**config.mk**
```make
export PLATFORM = sky130hd
export DESIGN_NAME = game_ctrl
export DESIGN_NICKNAME = d
export VERILOG_FILES = /design/src/rtl/game_pkg.sv /design/src/rtl/game_ctrl_sync_edge.sv /design/src/rtl/game_ctrl.sv
export SDC_FILE = /design/constraint.sdc
export NUM_CORES = 1
export LEC_CHECK = 0
export ABC_AREA = 1
export CORE_MARGIN = 5
export CORE_UTILIZATION = 30
export CTS_CLUSTER_SIZE = 8
export DETAILED_ROUTE_END_ITERATION = 10
export GPL_ROUTABILITY_DRIVEN = 0
export SLEW_MARGIN = 5
export SYNTH_ARGS = -nofsm -noshare
export SYNTH_HDL_FRONTEND = slang
export SYNTH_SLANG_ARGS = --single-unit
```
**constraint.sdc**
```tcl
create_clock -name clk -period 3.3 [get_ports clk]
set_clock_uncertainty 0.1 [all_clocks]
set_input_delay 0.495 -clock clk [delete_from_list [all_inputs] [get_ports clk]]
set_output_delay 0.495 -clock clk [all_outputs]
set_load 0.03 [all_outputs]
```
**src/rtl/game_pkg.sv**
```systemverilog
// Shared types and constants for the game-flow controller and its neighbours.
package game_pkg;

  typedef enum logic [1:0] {
    IDLE  = 2'b00,
    PLAY  = 2'b01,
    DYING = 2'b10,
    OVER  = 2'b11
  } game_state_t;

  // Playfield geometry used by frog/cars/logs; lanes are one block tall.
  localparam int unsigned BLOCKSIZE = 32;
  localparam int unsigned LANE0_Y   = 13 * BLOCKSIZE;
  localparam int unsigned LANE1_Y   = 12 * BLOCKSIZE;
  localparam int unsigned LANE2_Y   = 11 * BLOCKSIZE;
  localparam int unsigned LANE3_Y   = 10 * BLOCKSIZE;
  localparam int unsigned LANE4_Y   =  9 * BLOCKSIZE;
  localparam int unsigned LANE5_Y   =  7 * BLOCKSIZE;
  localparam int unsigned LANE6_Y   =  6 * BLOCKSIZE;
  localparam int unsigned LANE7_Y   =  5 * BLOCKSIZE;
  localparam int unsigned LANE8_Y   =  4 * BLOCKSIZE;
  localparam int unsigned LANE9_Y   =  3 * BLOCKSIZE;

  localparam int unsigned DEF_LIVES_INIT   = 3;
  localparam int unsigned DEF_POINTS_CROSS = 10;

endpackage

```
**src/rtl/game_ctrl_sync_edge.sv**
```systemverilog
// Two-flop synchronizer followed by a registered single-cycle edge pulse.
module sync_edge
  import game_pkg::*;
#(
  parameter bit RISE = 1'b1
) (
  input  logic clk,
  input  logic rst_n,
  input  logic d_i,
  output logic pulse_o
);

  logic meta_q;
  logic sync_q;
  logic prev_q;
  logic pulse_q;
  logic pulse_d;

  always_comb begin
    pulse_d = RISE ? (sync_q & ~prev_q) : (~sync_q & prev_q);
  end

  always_ff @(posedge clk or negedge rst_n) begin
    if (!rst_n) begin
      meta_q  <= 1'b0;
      sync_q  <= 1'b0;
      prev_q  <= 1'b0;
      pulse_q <= 1'b0;
    end else begin
      meta_q  <= d_i;
      sync_q  <= meta_q;
      prev_q  <= sync_q;
      pulse_q <= pulse_d;
    end
  end

  assign pulse_o = pulse_q;

endmodule

```
**src/rtl/game_ctrl.sv**
```systemverilog
// Game-flow FSM: IDLE/PLAY/DYING/OVER, lives, score, level and respawn pulse.
// Optional high-score register is enabled by defining GAME_CTRL_HISCORE_EN.
module game_ctrl
  import game_pkg::*;
#(
  parameter int unsigned LIVES_INIT   = DEF_LIVES_INIT,
  parameter int unsigned DEATH_FRAMES = 60,
  parameter int unsigned POINTS_CROSS = DEF_POINTS_CROSS,
  parameter int unsigned SCORE_W      = 10,
  parameter int unsigned MAX_LEVEL    = 7
) (
  input  logic               clk,
  input  logic               rst_n,
  input  logic               vsync,
  input  logic               start_btn,
  input  logic               car_hit,
  input  logic               in_water,
  input  logic               reached_end,
  output logic [1:0]         state,
  output logic               round_rst,
  output logic [1:0]         lives,
  output logic [SCORE_W-1:0] score,
  output logic [2:0]         level,
`ifdef GAME_CTRL_HISCORE_EN
  output logic [SCORE_W-1:0] hiscore,
`endif
  output logic               frame_tick
);

  localparam int unsigned TMR_W = ($clog2(DEATH_FRAMES) > 0) ? $clog2(DEATH_FRAMES) : 1;
  localparam logic [TMR_W-1:0] TMR_LAST = TMR_W'(DEATH_FRAMES - 1);

  logic start_evt;
  logic frame_tick_w;

  sync_edge #(.RISE(1'b1)) u_start_sync (
    .clk     (clk),
    .rst_n   (rst_n),
    .d_i     (start_btn),
    .pulse_o (start_evt)
  );

  sync_edge #(.RISE(1'b0)) u_vsync_sync (
    .clk     (clk),
    .rst_n   (rst_n),
    .d_i     (vsync),
    .pulse_o (frame_tick_w)
  );

  game_state_t        state_q;
  logic               round_rst_q;
  logic [1:0]         lives_q;
  logic [SCORE_W-1:0] score_q;
  logic [2:0]         level_q;
  logic [TMR_W-1:0]   timer_q;
  logic               armed_q;
  logic               car_q;
  logic               water_q;
  logic               goal_q;
`ifdef GAME_CTRL_HISCORE_EN
  logic [SCORE_W-1:0] hiscore_q;
`endif

  logic               hazard;
  logic [SCORE_W:0]   score_sum;
  logic [SCORE_W-1:0] score_sat;
  logic [2:0]         level_inc;

  always_comb begin
    hazard    = car_q | water_q;
    score_sum = {1'b0, score_q} + (SCORE_W+1)'(POINTS_CROSS);
    score_sat = score_sum[SCORE_W] ? '1 : score_sum[SCORE_W-1:0];
    level_inc = (level_q >= 3'(MAX_LEVEL)) ? level_q : level_q + 3'd1;
  end

  // armed_q is also cleared on every round_rst so that a goal can never
  // score on the cycle straight after a respawn; round_rst stays one cycle wide.
  always_ff @(posedge clk or negedge rst_n) begin
    if (!rst_n) begin
      state_q     <= IDLE;
      round_rst_q <= 1'b0;
      lives_q     <= 2'(LIVES_INIT);
      score_q     <= '0;
      level_q     <= '0;
      timer_q     <= '0;
      armed_q     <= 1'b0;
      car_q       <= 1'b0;
      water_q     <= 1'b0;
      goal_q      <= 1'b0;
`ifdef GAME_CTRL_HISCORE_EN
      hiscore_q   <= '0;
`endif
    end else begin
      car_q       <= car_hit;
      water_q     <= in_water;
      goal_q      <= reached_end;
      round_rst_q <= 1'b0;
      if (!goal_q) armed_q <= 1'b1;

      case (state_q)
        IDLE, OVER: begin
          if (start_evt) begin
            state_q     <= PLAY;
            round_rst_q <= 1'b1;
            lives_q     <= 2'(LIVES_INIT);
            score_q     <= '0;
            level_q     <= '0;
            armed_q     <= 1'b0;
          end
        end
        PLAY: begin
          if (hazard) begin
            state_q <= DYING;
            timer_q <= '0;
          end else if (goal_q && armed_q) begin
            score_q     <= score_sat;
            level_q     <= level_inc;
            round_rst_q <= 1'b1;
            armed_q     <= 1'b0;
          end
        end
        DYING: begin
          if (frame_tick_w) begin
            if (timer_q == TMR_LAST) begin
              lives_q <= lives_q - 2'd1;
              if (lives_q == 2'd1) begin
                state_q <= OVER;
`ifdef GAME_CTRL_HISCORE_EN
                if (score_q > hiscore_q) hiscore_q <= score_q;
`endif
              end else begin
                state_q     <= PLAY;
                round_rst_q <= 1'b1;
                armed_q     <= 1'b0;
              end
            end else begin
              timer_q <= timer_q + 1'b1;
            end
          end
        end
        default: state_q <= IDLE;
      endcase
    end
  end

  assign state      = state_q;
  assign round_rst  = round_rst_q;
  assign lives      = lives_q;
  assign score      = score_q;
  assign level      = level_q;
  assign frame_tick = frame_tick_w;
`ifdef GAME_CTRL_HISCORE_EN
  assign hiscore    = hiscore_q;
`endif

endmodule
```
[After elaboration in Yosys (flattened, before gate mapping)]
Cells that the tools add are included.
Word-level totals
  bits in registers: 36
  bits of input ports: 7
  logic and storage cells: 91
Cells by class
  $add $sub $neg: 4
  magnitude comparators: 1
  eq/ne operators: 13
  multiplexer cells: 39
  bitwise operators: 5
  reductions and logical operators: 11
Operators by type and width (count)
  10-bit 2-to-1 mux: 4
  10-bit one-hot mux with 2 select lines: 1
  6-bit 2-to-1 mux: 3
  2-bit 2-to-1 mux: 8
  4-bit AND reduction: 4
  1-bit 2-to-1 mux: 13
  3-bit 2-to-1 mux: 4
  2-bit inequality test, second input constant: 6
  6-bit one-hot mux with 2 select lines: 1
  10-bit by 4-bit adder with 11-bit output, second input constant: 1
  6-bit by 1-bit adder with 6-bit output, second input constant: 1
  6-bit equality test, second input constant: 1
  1-bit one-hot mux with 3 select lines: 2
  2-bit one-hot mux with 3 select lines: 1
  3-bit one-hot mux with 2 select lines: 1
  2-bit nonzero test: 3
  5-bit AND reduction: 1
  2-bit by 1-bit equality test with 1-bit output, second input constant: 2
  2-bit equality test, second input constant: 2
  2-bit by 1-bit inequality test with 1-bit output, second input constant: 2
  2-bit one-hot mux with 2 select lines: 1
  3-bit by 1-bit adder with 3-bit output, second input constant: 1
  3-bit >= comparator, second input constant: 1
  1-bit AND: 2
  other kinds (6): 7

[Longest topological paths before layout]
Gate-level depths: netlist (run 1).
  depth in word-level cells: 5
  depth in mapped cells: 12
  gate-level depth less buffers: 11

[By module]
From an unflattened synthesis (run 1), not the netlist that was laid out.
Unflattened totals
  cells, all modules: 254
  area total of the unflattened synthesis: 1986.9 µm²
By module, submodules not included
  game_ctrl: times used 1, cells each 242, area each 1766.7 µm², sequential area each 703.2 µm²
  sync_edge: times used 2, cells each 6, area each 110.1 µm², sequential area each 100.1 µm²

[Least setup slack after synthesis (run 1)]
No wires, ideal clock.
  kind: register to register
  start point: register state_q[0], in the netlist state[0]
  end point: register score_q[6], in the netlist score[6]
  setup time: 0.065 ns
  data arrival time: 1.671 ns
  slack: 1.464 ns
  cell stages (with the launch flop): 13
  path buffers: 1
  cell sequence: dfrtp_1 -> inv_1 -> ha_1 -> inv_2 -> nor2_2 -> nor2_2 -> nand2_4 -> inv_4 -> buf_8 -> nand2_2 -> nand2_1 -> nand2_1 -> nand2_1
Between the ends
  longest elaborated chain between the ends: 4
  elaborated cells on any way between the ends: 10
  classes of those cells: eq/ne (5); mux (1); reduce/logical (4)
RTL lines
  from (decl): RTL line game_ctrl.sv:50  | game_state_t state_q;
  from (signal assigned): RTL line game_ctrl.sv:80  | state_q <= IDLE;
  from (signal assigned): RTL line game_ctrl.sv:103  | state_q <= PLAY;
  from (signal assigned): RTL line game_ctrl.sv:113  | state_q <= DYING;
  2-bit equality test or 2-bit logical NOT (tied branches): RTL line game_ctrl.sv:100  | case (state_q)
  2-bit OR reduction: RTL line game_ctrl.sv:100
  2-bit by 1-bit inequality test with 1-bit output (no source line) or 2-bit nonzero test (tied branches)
  4-bit AND reduction (no source line)
  to (signal assigned): RTL line game_ctrl.sv:116  | score_q <= score_sat;
  to (decl): RTL line game_ctrl.sv:53  | logic [SCORE_W-1:0] score_q;
Several ways; a longest one is shown, not always the timed one.
A chain may end at the register's enable or synchronous reset.

[Worst setup path in the final report (run 1)]
  start point: register score_q[4], in the netlist score[4]
  end point: output score[4]
RTL lines
  to (decl): RTL line game_ctrl.sv:22  | output logic [SCORE_W-1:0] score,
No word-level cell between the ends.

==> results.cfg, run 1 <==
[synth]
ys_seq_area_share_pct = 47.3
syn-num-nets = 251
ys_ff_latch = 36
synth_cells = 236
yosys_warnings = 0
synth_area_um2 = 1910
netlist-cell-type-count = 30
synth_area_per_cell_um2 = 8.09

[clock_tree]
cts_buffers = 5
postCtsSetupBuffers = 0
cts.sinks = 36
insertion_delay_ns = 0.28
holdBufCountCts = 0
clock_tree.root_cell = clkbuf_8
path_clk_slew_ns = 0.08
clk_path_buf_depth = 2
cts_tree = built
cts_resized = 0
cts_max_level = 2

[route]
wl_per_cell_um = 11.1
via_count = 1529
wl_mm = 3.81
ant_nets = 0
drc = 0
drt_iter0_drc = 87
vias_per_cell = 4.46
first_pass_iters = 4

[global_routing]
grt_overflow_total = 0
grt_use_met2_pct = 15.5
grt_max_degree = 37
grt_use_total_pct = 10.0
grt_pass1_wl_mm = 6.82
met3_usage_pct = 2.00
grt_use_met1_pct = 13.7
first_global_vias = 1478
antenna_found_initial = 0
busiest_layer = met2

[placement]
numPortBuffers = 25
dp_hpwl_mm = 2.84
post-place-ws_ns = 1.43
dp_cells = 335
placed_cell_area_um2 = 2220

[floorplanning]
die_h_um = 89.8
core_area_um2 = 6280
dieWidth_um = 89.8
io_pins = 26
start_util_pct = 30.4
row_count = 29
fp.dieArea_um2 = 8060

[layout]
fillCellCount = 660
syn_to_final_growth_pct = 21.2
final_core_util_pct = 36.9
fin_area_um2 = 2310
antennaDiodeCount = 0
final_cells = 343
drive_above_1_share_pct = 13.5
nets = 280

[sta]
slew_headroom_pct = 45.4
max_freq_mhz = 469
fin_ws_ns = 1.17
setup_viol = 0
max_slew.worst_pin.slew_ns = 0.819
period_share_pct = 64.6
hold_slack_ns = 0.208
drv_slew = 0
period_minus_slack_ns = 2.13
hold_viol_final = 0
fin_tns_setup_ns = 0
rsz0062_at_grt = false

[worst_setup_path]
path_buf_inv = 1
cp_top_family = buffers and inverters
cp_max_fo = 9
setup.worst_path.class = reg -> out
crit_chain = clkdlybuf4s50_1
endpoint_kind = output pin
cp-start-kind = flip-flop
cp.required_ns = 2.70
critPathSlowestCell = clkdlybuf4s50_1
slowest_delay_ns = 0.73
worstPathArrival_ns = 1.54

[power]
p_clk_share_pct = 20.4
swShare_pct = 41.4
seqPwrFrac_pct = 38.5
power_density_nw_per_um2 = 655
cellLeakagePower_nw = 1.15
p_switching_uw = 628
irDropWorstVdd_mv = 0.290
combPwrFrac_pct = 41.1
total_power_mw = 1.52
internal_power_uw = 888

[min_path]
hold_class = in -> async

[status]
outcome = completed

[run]
cap_violations = 0
## final timing paths
check                                    startpoint                   to  slack (ns)  cells after the start
worst max-delay path                       score[4]             score[4]        1.17                      1
worst min-delay path                          rst_n           timer_q[3]        0.21                      1
worst max register to register             state[0]             score[7]        1.40                     10
worst min register to register  u_start_sync.meta_q  u_start_sync.sync_q        0.25                      0
max in group asynchronous                     rst_n              armed_q        2.38                      1
min in group clk                u_start_sync.meta_q  u_start_sync.sync_q        0.25                      0
## flip-flops by register name, summed over array words and instances, names as in the netlist, 2 cells and up
| signal | count |
|---|---|
| level | 3 |
| lives | 2 |
| score | 10 |
| state | 2 |
| timer_q | 6 |
## cell type report
type / count / area, µm² / share of cell area [%]
sequential: 36 / 903 / 39.0
timing repair buffer: 25 / 245 / 10.6
inverter: 30 / 115 / 4.98
clock buffer: 6 / 72.6 / 3.14
tap: 77 / 96.3 / 4.16
clock inverter: 2 / 16.3 / 0.703
multi-input combinational: 167 / 865 / 37.4
## kinds of logic after synthesis
kind of cell	Yosys count	synth area share, %
simple gates	141	34.4
fa+ha+maj	8	5.25
flops	36	47.3
xor+xnor	1	0.459
buf+inv	33	7.34
compound gates	17	5.18
## layer usage
metal	wire length (µm)	vias to the layer above
met3	131	5
met4	60	0
li1	-	810
met1	1930	690
met2	1680	24
met5	0	-
## placed cells by master, fill, tap and decap left out
cell	count
xor2_1	1
o21ai_1	3
nor2_2	7
clkbuf_1	1
o21ai_2	1
dfrtp_1	34
nor2_8	1
a21oi_1	1
nand2_4	1
inv_2	4
buf_2	1
a21o_1	1
dfstp_2	2
nand3_2	2
clkinv_4	1
ha_1	8
inv_1	25
a31oi_1	2
nor3_1	1
clkinvlp_4	1
inv_4	1
and2_1	1
nand4_1	4
o211ai_1	1
nand2_1	69
clkdlybuf4s50_1	24
o21bai_1	1
or2_0	1
o21ai_0	7
nand3_1	28
clkbuf_8	5
nand2_2	9
nor2_1	17
## power by group through the flow
| stage | Sequential [mW] | Clock (mW) | Combinational (mW) |
|---|---|---|---|
| 2_1_floorplan | 0.674 | 0 | 0.341 |
| 3_3_place_gp | 0.588 | 0 | 0.622 |
| 3_5_place_dp | 0.591 | 0 | 0.628 |
| 4_1_cts | 0.582 | 0.321 | 0.631 |
| 5_1_grt | 0.597 | 0.343 | 0.696 |
| 6_report | 0.584 | 0.309 | 0.623 |
## Yosys cell counts
master / instances / area [µm²]
inv_2: 4 / 15.0
dfstp_2: 2 / 52.6
nor3_1: 1 / 5.00
nor2_8: 1 / 20.0
ha_1: 8 / 100
o21bai_1: 1 / 7.51
o21ai_0: 7 / 35.0
xor2_1: 1 / 8.76
nor2_2: 7 / 43.8
nand3_2: 2 / 20.0
or2_0: 1 / 6.26
inv_4: 1 / 6.26
clkbuf_2: 1 / 5.00
a31oi_1: 2 / 12.5
a21o_1: 1 / 7.51
buf_2: 1 / 5.00
nand2_2: 9 / 56.3
inv_1: 25 / 93.8
o211ai_1: 1 / 7.51
nand4_1: 4 / 25.0
dfrtp_1: 34 / 851
o21ai_2: 1 / 8.76
nand2_1: 69 / 259
and2_1: 1 / 6.26
nand3_1: 28 / 140
nor2_1: 17 / 63.8
a21oi_1: 1 / 5.00
nand2_4: 1 / 11.3
o21ai_1: 3 / 15.0
buf_8: 1 / 15.0
Note: power is estimated with default switching activity, not from simulation.
==> run 2: changes to the inputs <==
Clock period 3.3 ns to 2 ns, I/O delays scaled along.
==> results.cfg, run 2 (synthesis results as in run 1) <==
[placement]
dp_cells = 338
dp_hpwl_mm = 2.82
numPortBuffers = 25
post-place-ws_ns = 0.178

[floorplanning]
core_area_um2 = 6280
start_util_pct = 30.4
row_count = 29
dieWidth_um = 89.8
die_h_um = 89.8
io_pins = 26
fp.dieArea_um2 = 8060

[worst_setup_path]
setup.worst_path.class = reg -> out
slowest_delay_ns = 0.68
endpoint_kind = output pin
cp.required_ns = 1.60
r2r_end = score[7]
rr_startpoint = state[0]
crit_chain = clkdlybuf4s50_1
path_buf_inv = 1
critical_path_depth = 1
cp_max_fo = 4
ff2ff_setup_slack_ns = 0.15
worstPathArrival_ns = 1.53
ff2ff_path_depth = 10
cp-start-kind = flip-flop
crit_start = lives[0]
crit_end = lives[0]
critPathSlowestCell = clkdlybuf4s50_1
cp_top_family = buffers and inverters

[min_path]
hold_class = reg -> reg

[route]
vias_per_cell = 4.53
wl_mm = 3.85
via_count = 1571
wl_per_cell_um = 11.1
ant_nets = 0
drc = 0
first_pass_iters = 4
drt_iter0_drc = 64

[layout]
largest_reg_flops = 10
multiInputGateArea_um2 = 865
final_common_cell = nand2_1
regArea_um2 = 903
nets = 284
antennaDiodeCount = 0
drive_above_1_share_pct = 14.8
mostFrequentLayoutCells = nand2_1 (69), dfrtp_1 (34), nand3_1 (28)
final_cells = 347
syn_to_final_growth_pct = 23.3
fillCellCount = 654

[global_routing]
first_global_vias = 1451
grt_use_met2_pct = 15.4
grt_use_met1_pct = 12.5
grt_use_total_pct = 9.79
met3_usage_pct = 3.01
antenna_found_initial = 0
grt_max_degree = 37
grt_overflow_total = 0
busiest_layer = met2
grt_pass1_wl_mm = 6.58

[sta]
max_slew.worst_pin.slew_ns = 0.456
hold_slack_ns = 0.256
hold_viol_final = 0
fin_tns_setup_ns = 0
fin_ws_ns = 0.0670
drv_slew = 0
rsz0062_at_grt = false
slew_headroom_pct = 69.6
max_freq_mhz = 517
period_share_pct = 96.7
period_minus_slack_ns = 1.93
setup_viol = 0

[clock_tree]
insertion_delay_ns = 0.29
cts_max_level = 2
clock_tree.root_cell = clkbuf_8
cts.sinks = 36
path_clk_slew_ns = 0.08
cts_tree = built
clk_path_buf_depth = 2
postCtsSetupBuffers = 0
cts_buffers = 5

[run]
cap_violations = 0

[status]
outcome = completed

[power]
irDropWorstVdd_mv = 0.499
total_power_mw = 2.53
power_density_nw_per_um2 = 1070
cellLeakagePower_nw = 1.19
==> run 2: worst min-delay path by stage <==
| stage | startpoint | to | slack (ns) | depth (start not counted) |
|---|---|---|---|---|
| 5_1_grt | u_vsync_sync.meta_q | u_vsync_sync.sync_q | 0.26 | 0 |
| 6_report | u_vsync_sync.meta_q | u_vsync_sync.sync_q | 0.26 | 0 |
| 2_1_floorplan | rst_n | armed_q | -0.1 | 0 |
| 4_1_cts | u_vsync_sync.meta_q | u_vsync_sync.sync_q | 0.26 | 0 |
| 3_5_place_dp | u_vsync_sync.meta_q | u_vsync_sync.sync_q | 0.24 | 0 |
| 3_3_place_gp | u_start_sync.meta_q | u_start_sync.sync_q | 0.23 | 0 |
==> run 2: worst register-to-register path: stages (launching register included) <==
cell and delay [ns]:
dfrtp_1 0.42, inv_1 0.06, ha_1 0.36, inv_2 0.12
nor2_2 0.05, nor2_2 0.14, nand2_4 0.08, inv_4 0.13
nand2_2 0.13, and2_1 0.16, nand2_1 0.05
==> run 2: area by class of cell <==
type | instances | share of cell area (%)
Inverter | 30 | 4.89
Clock buffer | 5 | 2.93
Timing Repair Buffer | 29 | 11.9
Multi-Input combinational cell | 167 | 36.8
Sequential cell | 36 | 38.4
Tap cell | 77 | 4.10
Clock inverter | 3 | 1.01
==> run 2: per-layer routing <==
| layer | up-vias | wire, µm |
|---|---|---|
| met5 | - | 0 |
| met4 | 0 | 49 |
| met3 | 5 | 109 |
| met2 | 18 | 1760 |
| met1 | 733 | 1930 |
| li1 | 815 | - |
==> run 2: what timing repair did <==
action | 4_1_cts | 5_1_grt
hold buffers | 1 | 0
gates resized for setup | 0 | 1
endpoints found under the setup margin | 0 | 1
endpoints found under the hold margin | 34 | 0
==> run 2: metrics by stage <==
stage,utilization (%),area (µm²)
3_3_place_gp,35.8,2250
4_1_cts,37.4,2350
2_1_floorplan,-,1910
3_5_place_dp,35.8,2250
5_1_grt,37.5,2350
6_report,37.5,2350
==> run 2: power by group <==
part           total, mW  switching (mW)  internal (mW)
Combinational       1.04           0.670          0.374
Sequential         0.962           0.105          0.857
Clock              0.521           0.275          0.246
Total               2.53            1.05           1.48
==> run 3: changes to the inputs <==
Settings changed: CELL_PAD_IN_SITES_DETAIL_PLACEMENT set to 0, CELL_PAD_IN_SITES_GLOBAL_PLACEMENT set to 1, PLACE_DENSITY_LB_ADDON set to 0.1.
==> results.cfg, run 3 (synthesis results as in run 1) <==
[status]
outcome = completed

[power]
seqPwrFrac_pct = 35.6
irDropWorstVdd_mv = 0.622
internal_power_mw = 1.63
p_switching_mw = 1.06
cellLeakagePower_nw = 1.21
power_density_nw_per_um2 = 1120
combPwrFrac_pct = 40.6
p_clk_share_pct = 23.7
swShare_pct = 39.4

[layout]
final_core_util_pct = 38.2
antennaDiodeCount = 0
final_cells = 351
mostFrequentLayoutCells = nand2_1 (69), dfrtp_1 (34), nand3_1 (28)
final_common_cell = nand2_1
nets = 288
largest_reg_flops = 10
drive_above_1_share_pct = 15.7
syn_to_final_growth_pct = 25.5

[floorplanning]
dieWidth_um = 89.8
fp.dieArea_um2 = 8060
start_util_pct = 30.4
row_count = 29
core_area_um2 = 6280
io_pins = 26
die_h_um = 89.8

[route]
first_pass_iters = 5
drc = 0
ant_nets = 0
wl_mm = 4.39
wl_per_cell_um = 12.5
vias_per_cell = 4.44
via_count = 1557
drt_iter0_drc = 75

[sta]
drv_slew = 0
rsz0062_at_grt = false
max_slew.worst_pin.slew_ns = 0.472
hold_viol_final = 0
max_freq_mhz = 524
fin_tns_setup_ns = 0
setup_viol = 0
fin_ws_ns = 0.0911
period_minus_slack_ns = 1.91
hold_slack_ns = 0.251
period_share_pct = 95.4
slew_headroom_pct = 68.6

[clock_tree]
clock_tree.root_cell = clkbuf_8
cts.sinks = 36
cts_max_level = 2
path_clk_slew_ns = 0.07
insertion_delay_ns = 0.29
cts_buffers = 5
cts_tree = built
clk_path_buf_depth = 2
cts_resized = 0

[worst_setup_path]
setup.worst_path.class = reg -> out
cp_max_fo = 4
critPathSlowestCell = clkdlybuf4s50_1
cp-start-kind = flip-flop
crit_chain = clkdlybuf4s50_1
endpoint_kind = output pin
cp.required_ns = 1.60
worstPathArrival_ns = 1.51
cp_top_family = buffers and inverters
slowest_delay_ns = 0.67
path_buf_inv = 1

[run]
cap_violations = 0

[global_routing]
antenna_found_initial = 0
grt_max_degree = 37
grt_overflow_total = 0
grt_pass1_wl_mm = 7.87
first_global_vias = 1584
grt_use_total_pct = 11.9

[placement]
dp_cells = 341
dp_hpwl_mm = 3.22
numPortBuffers = 25
post-place-ws_ns = 0.119

[min_path]
hold_class = reg -> reg
==> run 3: cell count changes in the layout (fill, tap and decap cells not counted) <==
cell / delta
buf_4: +4
bufinv_16: +1
clkinv_2: +1
clkbuf_1: +1
clkinvlp_4: -2
clkinv_4: -1
dlymetal6s2s_1: -1
clkdlybuf4s50_1: +1
==> run 3: through the flow <==
| stage | instance area (µm²) | power [mW] |
|---|---|---|
| 2_1_floorplan | 1910 | 1.68 |
| 3_3_place_gp | 2270 | 2.08 |
| 3_5_place_dp | 2270 | 2.07 |
| 4_1_cts | 2390 | 2.72 |
| 5_1_grt | 2390 | 2.91 |
| 6_report | 2390 | 2.69 |
==> run 3: final cells by class <==
cell class	count	area (µm²)
well taps	77	96.3
clock inverters	2	35.0
clock buffers	6	72.6
inverters	30	115
multi-input cells	167	865
fillers	647	3880
repair buffers	33	308
flip-flops and latches	36	903
==> run 3: final timing paths <==
check / from / endpoint / slack (ns) / cells past startpoint
min in group asynchronous: rst_n / timer_q[3] / 0.48 / 3
min reg2reg: u_start_sync.meta_q / u_start_sync.sync_q / 0.25 / 0
min: u_start_sync.meta_q / u_start_sync.sync_q / 0.25 / 0
max: lives[0] / lives[0] / 0.09 / 1
max reg2reg: state[0] / score[7] / 0.14 / 10
max in group asynchronous: rst_n / lives[1] / 0.98 / 3
==> run 3: timing repair <==
item | in CTS | in global routing
endpoints found under the hold margin | 34 | 0
buffers inserted | 0 | 1
setup endpoints to repair | 0 | 1
hold buffers | 1 | 0
==> run 3: per-layer routing <==
layer | vias to the layer above | GRT usage, % | wire length [µm]
met2 | 29 | 17.2 | 1840
met3 | 8 | 3.26 | 211
met4 | 0 | 4.91 | 78
li1 | 821 | - | -
met5 | - | 0 | 0
met1 | 699 | 16.6 | 2260
==> run 3: power by group through the flow <==
stage          Sequential, mW  Clock, mW  Combinational, mW
2_1_floorplan            1.11          0              0.563
3_3_place_gp            0.980          0               1.10
3_5_place_dp            0.979          0               1.09
4_1_cts                 0.965      0.662               1.10
5_1_grt                 0.983      0.690               1.24
6_report                0.959      0.639               1.09
